`src/rtl/lcd_timing_gen.sv`:
```
// 480x272 parallel-RGB LCD raster generator: HSYNC/VSYNC/DE timing, active x/y
// coordinates and a selectable RGB565 test pattern, all registered and aligned.
module lcd_timing_gen #(
  parameter int H_ACTIVE       = 480,
  parameter int H_FP           = 2,
  parameter int H_SYNC         = 41,
  parameter int H_BP           = 2,
  parameter int V_ACTIVE       = 272,
  parameter int V_FP           = 2,
  parameter int V_SYNC         = 10,
  parameter int V_BP           = 2,
  parameter int PATTERN_FRAMES = 120
) (
  input  logic       clk,
  input  logic       rst,
  input  logic       pat_auto,
  input  logic [1:0] pat_sel,
  output logic       lcd_hsync,
  output logic       lcd_vsync,
  output logic       lcd_de,
  output logic [4:0] lcd_r,
  output logic [5:0] lcd_g,
  output logic [4:0] lcd_b,
  output logic [9:0] x,
  output logic [8:0] y,
  output logic       frame_start
);

  localparam int H_TOTAL = H_SYNC + H_BP + H_ACTIVE + H_FP;
  localparam int V_TOTAL = V_SYNC + V_BP + V_ACTIVE + V_FP;
  localparam int FC_W    = (PATTERN_FRAMES > 1) ? $clog2(PATTERN_FRAMES) : 1;

  localparam logic [9:0] H_LAST  = 10'(H_TOTAL - 1);
  localparam logic [9:0] H_SYNCW = 10'(H_SYNC);
  localparam logic [9:0] HA0     = 10'(H_SYNC + H_BP);
  localparam logic [9:0] HA1     = 10'(H_SYNC + H_BP + H_ACTIVE);
  localparam logic [9:0] BAR_W   = 10'(H_ACTIVE / 8);
  localparam logic [8:0] V_LAST  = 9'(V_TOTAL - 1);
  localparam logic [8:0] V_SYNCW = 9'(V_SYNC);
  localparam logic [8:0] VA0     = 9'(V_SYNC + V_BP);
  localparam logic [8:0] VA1     = 9'(V_SYNC + V_BP + V_ACTIVE);
  localparam logic [FC_W-1:0] FC_LAST = FC_W'(PATTERN_FRAMES - 1);

  logic [9:0]      h_cnt_q, h_cnt_d;
  logic [8:0]      v_cnt_q, v_cnt_d;
  logic [FC_W-1:0] frame_cnt_q, frame_cnt_d;
  logic            run_q, run_d;
  logic [1:0]      pat_q, pat_d;

  logic            hsync_q, hsync_d;
  logic            vsync_q, vsync_d;
  logic            de_q, de_d;
  logic [4:0]      r_q, r_d;
  logic [5:0]      g_q, g_d;
  logic [4:0]      b_q, b_d;
  logic [9:0]      x_q, x_d;
  logic [8:0]      y_q, y_d;
  logic            fs_q, fs_d;

  logic            h_wrap;
  logic            frame_edge;
  logic            h_act, v_act;
  logic [9:0]      x_act;
  logic [8:0]      y_act;
  logic [9:0]      bar;

  // Raster counters and the per-frame pattern register. The frame that begins
  // on entering auto mode (or after reset) is frame 0 of the current pattern.
  always_comb begin
    h_wrap      = (h_cnt_q == H_LAST);
    frame_edge  = (h_cnt_q == 10'd0) && (v_cnt_q == 9'd0);
    h_cnt_d     = h_wrap ? 10'd0 : h_cnt_q + 10'd1;
    v_cnt_d     = v_cnt_q;
    frame_cnt_d = frame_cnt_q;
    run_d       = run_q;
    pat_d       = pat_q;

    if (h_wrap) begin
      v_cnt_d = (v_cnt_q == V_LAST) ? 9'd0 : v_cnt_q + 9'd1;
    end

    if (!pat_auto) begin
      frame_cnt_d = '0;
      run_d       = 1'b0;
      if (frame_edge) begin
        pat_d = pat_sel;
      end
    end else if (frame_edge) begin
      if (!run_q) begin
        run_d       = 1'b1;
        frame_cnt_d = '0;
      end else if (frame_cnt_q == FC_LAST) begin
        frame_cnt_d = '0;
        pat_d       = pat_q + 2'd1;
      end else begin
        frame_cnt_d = frame_cnt_q + FC_W'(1);
      end
    end
  end

  // Decode the current counter state into next pin values; the pattern is
  // driven by pat_q, which only ever changes on a cycle where de is low.
  always_comb begin
    h_act   = (h_cnt_q >= HA0) && (h_cnt_q < HA1);
    v_act   = (v_cnt_q >= VA0) && (v_cnt_q < VA1);
    x_act   = h_cnt_q - HA0;
    y_act   = v_cnt_q - VA0;
    bar     = x_act / BAR_W;

    hsync_d = (h_cnt_q >= H_SYNCW);
    vsync_d = (v_cnt_q >= V_SYNCW);
    de_d    = h_act && v_act;
    x_d     = de_d ? x_act : 10'd0;
    y_d     = v_act ? y_act : 9'd0;
    fs_d    = frame_edge;
    r_d     = 5'd0;
    g_d     = 6'd0;
    b_d     = 5'd0;

    if (de_d) begin
      case (pat_q)
        2'd0: begin
          if (bar < 10'd8) begin
            r_d = {5{~bar[1]}};
            g_d = {6{~bar[2]}};
            b_d = {5{~bar[0]}};
          end
        end
        2'd1: begin
          r_d = x_act[8:4];
          g_d = x_act[8:3];
          b_d = x_act[8:4];
        end
        2'd2: begin
          if (x_act[4] ^ y_act[4]) begin
            r_d = 5'd31;
            g_d = 6'd63;
            b_d = 5'd31;
          end
        end
        default: begin
          r_d = 5'd31;
        end
      endcase
    end
  end

  always_ff @(posedge clk or posedge rst) begin
    if (rst) begin
      h_cnt_q     <= 10'd0;
      v_cnt_q     <= 9'd0;
      frame_cnt_q <= '0;
      run_q       <= 1'b0;
      pat_q       <= 2'd0;
      hsync_q     <= 1'b1;
      vsync_q     <= 1'b1;
      de_q        <= 1'b0;
      r_q         <= 5'd0;
      g_q         <= 6'd0;
      b_q         <= 5'd0;
      x_q         <= 10'd0;
      y_q         <= 9'd0;
      fs_q        <= 1'b0;
    end else begin
      h_cnt_q     <= h_cnt_d;
      v_cnt_q     <= v_cnt_d;
      frame_cnt_q <= frame_cnt_d;
      run_q       <= run_d;
      pat_q       <= pat_d;
      hsync_q     <= hsync_d;
      vsync_q     <= vsync_d;
      de_q        <= de_d;
      r_q         <= r_d;
      g_q         <= g_d;
      b_q         <= b_d;
      x_q         <= x_d;
      y_q         <= y_d;
      fs_q        <= fs_d;
    end
  end

  assign lcd_hsync   = hsync_q;
  assign lcd_vsync   = vsync_q;
  assign lcd_de      = de_q;
  assign lcd_r       = r_q;
  assign lcd_g       = g_q;
  assign lcd_b       = b_q;
  assign x           = x_q;
  assign y           = y_q;
  assign frame_start = fs_q;

endmodule
```
`config.mk`:
```
export PLATFORM = sky130hd
export DESIGN_NAME = lcd_timing_gen
export DESIGN_NICKNAME = d
export VERILOG_FILES = /design/src/rtl/lcd_timing_gen.sv
export SDC_FILE = /design/constraint.sdc
export NUM_CORES = 1
export LEC_CHECK = 0
export ABC_AREA = 1
export BUFFER_PORTS_ARGS = -buffer_cell sky130_fd_sc_hd__buf_4
export CORE_UTILIZATION = 35
export DETAILED_ROUTE_END_ITERATION = 16
export GPL_TIMING_DRIVEN = 0
export PLACE_DENSITY = 0.59
export SLEW_MARGIN = 0
export SYNTH_ARGS = -nofsm -noshare
export SYNTH_HDL_FRONTEND = slang
export SYNTH_SLANG_ARGS = --single-unit
```
`constraint.sdc`:
```
create_clock -name clk -period 4.3 [get_ports clk]
set_input_delay 0.215 -clock clk [delete_from_list [all_inputs] [get_ports clk]]
set_output_delay 0.215 -clock clk [all_outputs]
set_load 0.05 [all_outputs]
```
==> metrics list <==
- For this run, design rule violations remaining after detail routing come to 0.
* Overall track demand over capacity in global routing: between 15 and 20%
- Global route total overflow: 0
* Clock-pin slew reported for the worst setup and hold paths after clock tree synthesis: around 0.080 ns
* Die footprint: 11,000 µm²
- In the synthesized netlist, the number of instances is 454.
- Hold Violations, Final: 0
- During synthesis, Yosys emitted a total of 0 warnings.
- Using the TritonRoute via totals, the vias-per-cell ratio works out to 4.69.
- Maximum buffer depth of the clock tree: 2
- Leading cell types in the layout, fill and taps excluded: sky130_fd_sc_hd__nand2_1 (87), sky130_fd_sc_hd__dfrtp_1 (66), sky130_fd_sc_hd__inv_1 (61)
- Number of buffers and inverters on the critical path: 1
* TritonCTS buffer count: 9
* CP Cell Sequence: ha_1 > inv_1 > nand2_1 > nand3_2 > nand2_1 > nand2_1 > nand2_2 > nor2_4 > nand2_2 > nand2_4 > nand2_4 > nand2_1 > nand4_1 > o21ai_2 > nand2_1 > nand4_1 > nand2_1 > a21oi_1
- Crit path launch type: flip-flop
* HPWL after detailed placement: ~6.0 mm
- Core occupancy in the finished layout: 42.6%
- Setup ws final: roughly 1.4 ns
* Post_cts resized: 0
* Insertion delay of the later-clocked pin in the worst-skew pair: around 0.35 ns
- RSZ-0062 raised after global routing: false
- From bottom edge to top edge, the die measures 105 µm.
- Number of max-capacitance violations reported: 0
* Largest net degree at the start of global routing: just under 70
- Buffers on Ports: 43
* Die width: between 100 and 150 µm
- Largest clock skew in the final design: about 0.0096 ns
* Most frequent cell on the critical path: sky130_fd_sc_hd__nand2_1
* Final design area excluding fillers: between 4000 and 5000 µm²
- The core region is 10,300 µm².
* Pin slew with the least headroom to its limit: around 0.95 ns
* Initial core utilization: 36.0%
- The congestion estimate from routability-driven global placement came to around 0.85.
* Max-slew violation total from the final report: 0
- Derived from the worst setup path, the maximum achievable clock frequency is between 0.3 and 0.4 GHz.
- Shortest period the worst path allows: roughly 2.9 ns
* Total number of H-tree levels: 3
- After layout, the worst path uses between 60% and 70% of the clock period.
- DRC violation total after the first TritonRoute iteration: 76
- Worst ir drop on vdd: 0.161 mV
- Count of TritonRoute iterations in the first routing pass: 4
* DP Worst Slack: 1.50 ns
- Buffers inserted to repair hold after CTS numbered 0.
- Cell Area, Synth: between 3000 and 4000 µm²
- The worst setup path is of the reg2reg kind.
* Net count of the finished layout: around 530
* Largest stage delay on the critical path: between 0.4 and 0.5 ns
- The placed instances occupy a cell area of 4200 µm².
- Yosys mapped a number of flops with a built-in enable equal to 0.
* Register bit count reported by yosys: 68
* Power density of the placed cells: 263 nW/µm²
* Antenna-violating nets left: 0
- Count of standard-cell rows: 37
- Kind of cell adding the most delay to the critical path: simple AND/OR/NAND/NOR gates
- Required time of the critical path: 4.55 ns
* Total Wirelength: roughly 8.0 mm
* Number of global-route vias before repair: roughly 3k
- Category of the worst setup path capture point: flip-flop
- STA puts the critical path data arrival time at 3.11 ns.
- CTS tree: yes
- From synthesis to final layout, the design area changed by 18.2%.
* Synth Net Count: around 470
- Share of async-settable or async-resettable flops after synthesis: 100%
* Vias: ~3k
- Leaving out fill and tap cells, the most frequent cell in the layout is sky130_fd_sc_hd__nand2_1.
* Routed wirelength normalized by instance count: 12.4 µm
- Sequential fraction of the synthesis area: a little under half
* Standby leakage power: between 2 and 2.5 nW
- The average instance in the mapped netlist occupies 8.16 µm².
- Setup total negative slack: 0 ns
- Tightest Hold Check Type: in2async
* Post-CTS setup buffer count: 0
* Relative slew slack: 35.9%
* Cell with the largest stage delay on the worst path: sky130_fd_sc_hd__dfrtp_1
* Antenna diode count: 0
* Fraction of final layout cells sized beyond drive strength 1: a little over a fifth
* Prevailing post-synth register cell: sky130_fd_sc_hd__dfrtp_1
- Outcome: completed
- Of all nets on the critical path, the largest fanout is 6.
* Number of sinks driven by the clock tree: 68
* Antenna violations before repair: 0
- Setup violations remaining at the end of the flow were counted as 0.
* Number of primary I/O pins: 44
* First-pass GRT wire length: ~14 mm
- The cell sitting at the root of the clock tree is a sky130_fd_sc_hd__clkbuf_8.
- Worst Hold Slack: between 0.02 and 0.03 ns
- Cell variety after synth: 44
-- worst paths after layout --
| check | startpoint | to | slack, ns | cells after the start |
|---|---|---|---|---|
| max | h_cnt_q[0]$_DFF_PP0_ | lcd_r[3]$_DFF_PP0_ | 1.43 | 18 |
| min | rst | frame_cnt_q[1]$_DFFE_PP0P_ | 0.03 | 2 |
| max reg2reg | h_cnt_q[0]$_DFF_PP0_ | lcd_r[3]$_DFF_PP0_ | 1.43 | 18 |
| min reg2reg | run_q$_DFFE_PP0P_ | run_q$_DFFE_PP0P_ | 0.52 | 1 |
| max in group asynchronous | rst | lcd_r[3]$_DFF_PP0_ | 3.75 | 2 |
| min in group clk | pat_auto | run_q$_DFFE_PP0P_ | 0.14 | 2 |
-- flip-flops by register name, indices dropped and copies added (netlist names), 5 cells and up --
name         cells
h_cnt_q         10
x               10
v_cnt_q          9
y                9
frame_cnt_q      7
lcd_g            6
lcd_b            5
lcd_r            5
-- worst register-to-register path: cells and delay by family, from the launching register on --
family                   cells  cell delay (ns)
AO/OA/AOI/OAI                2             0.43
buffers and inverters        1             0.10
AND/OR/NAND/NOR             14             1.51
flip-flops                   1             0.44
adder cells (fa/ha/maj)      1             0.27
-- where the power goes --
| group | switching (W) | internal [W] |
|---|---|---|
| clock | 0.000253 | 0.000226 |
| combinational | 0.0000242 | 0.00000818 |
| sequential | 0.00000107 | 0.000640 |
| total | 0.000279 | 0.000874 |
-- final cells by class --
class,instances,area (µm²)
Buffer,6,26.3
Clock buffer,11,141
Clock inverter,5,37.5
Fill cell,1061,5900
Inverter,70,265
Multi-Input combinational cell,310,1710
Sequential cell,68,1700
Tap cell,136,170
Timing Repair Buffer,43,323
-- logic make-up after synthesis --
kind of cell | after synthesis | synth area share, %
AO/OA/AOI/OAI | 70 | 11.2
XOR/XNOR | 9 | 2.13
AND/OR/NAND/NOR | 216 | 27.8
multiplexers | 1 | 0.270
adder cells (fa/ha/maj) | 14 | 4.73
flip-flops | 68 | 46.0
buffers and inverters | 76 | 7.80
-- stage by stage --
stage	std cells	power (W)
finish	649	0.00115
global route	649	0.00120
CTS	649	0.00117
detailed placement	633	0.000687
global placement	633	0.000687
floorplan	454	0.000676
-- synthesized netlist by cell type, types with 2 or more instances --
| cell | number | area (µm²) |
|---|---|---|
| sky130_fd_sc_hd__o21ai_1 | 3 | 15.0 |
| sky130_fd_sc_hd__o211ai_1 | 3 | 22.5 |
| sky130_fd_sc_hd__inv_1 | 62 | 233 |
| sky130_fd_sc_hd__or2_2 | 4 | 25.0 |
| sky130_fd_sc_hd__nor2_1 | 55 | 206 |
| sky130_fd_sc_hd__a21oi_2 | 7 | 61.3 |
| sky130_fd_sc_hd__xor2_1 | 7 | 61.3 |
| sky130_fd_sc_hd__buf_2 | 3 | 15.0 |
| sky130_fd_sc_hd__inv_2 | 7 | 26.3 |
| sky130_fd_sc_hd__o21ai_0 | 21 | 105 |
| sky130_fd_sc_hd__nand2_1 | 87 | 327 |
| sky130_fd_sc_hd__nor4_1 | 2 | 12.5 |
| sky130_fd_sc_hd__ha_1 | 14 | 175 |
| sky130_fd_sc_hd__nand2_4 | 5 | 56.3 |
| sky130_fd_sc_hd__nand3_1 | 21 | 105 |
| sky130_fd_sc_hd__dfrtp_1 | 66 | 1650 |
| sky130_fd_sc_hd__nor2_2 | 3 | 18.8 |
| sky130_fd_sc_hd__nor3_1 | 11 | 55.1 |
| sky130_fd_sc_hd__clkbuf_1 | 3 | 11.3 |
| sky130_fd_sc_hd__nand3_2 | 4 | 40.0 |
| sky130_fd_sc_hd__nor2_4 | 2 | 22.5 |
| sky130_fd_sc_hd__xnor2_1 | 2 | 17.5 |
| sky130_fd_sc_hd__dfstp_2 | 2 | 52.6 |
| sky130_fd_sc_hd__o22ai_1 | 4 | 25.0 |
| sky130_fd_sc_hd__nand4_1 | 8 | 50.1 |
| sky130_fd_sc_hd__a21oi_1 | 24 | 120 |
| sky130_fd_sc_hd__nand2_2 | 7 | 43.8 |
-- per-layer routing --
layer  share of wire, %  track usage [%]  wire [µm]  vias to the layer above
met2                 46             25.0       3720                       67
met3                5.0             4.37        405                        8
met1                 47             20.8       3790                     1409
met5                  0                0          0                        -
li1                   -                -          -                     1559
met4                1.2             5.84        100                        0
(Power assumes the default switching activity.)
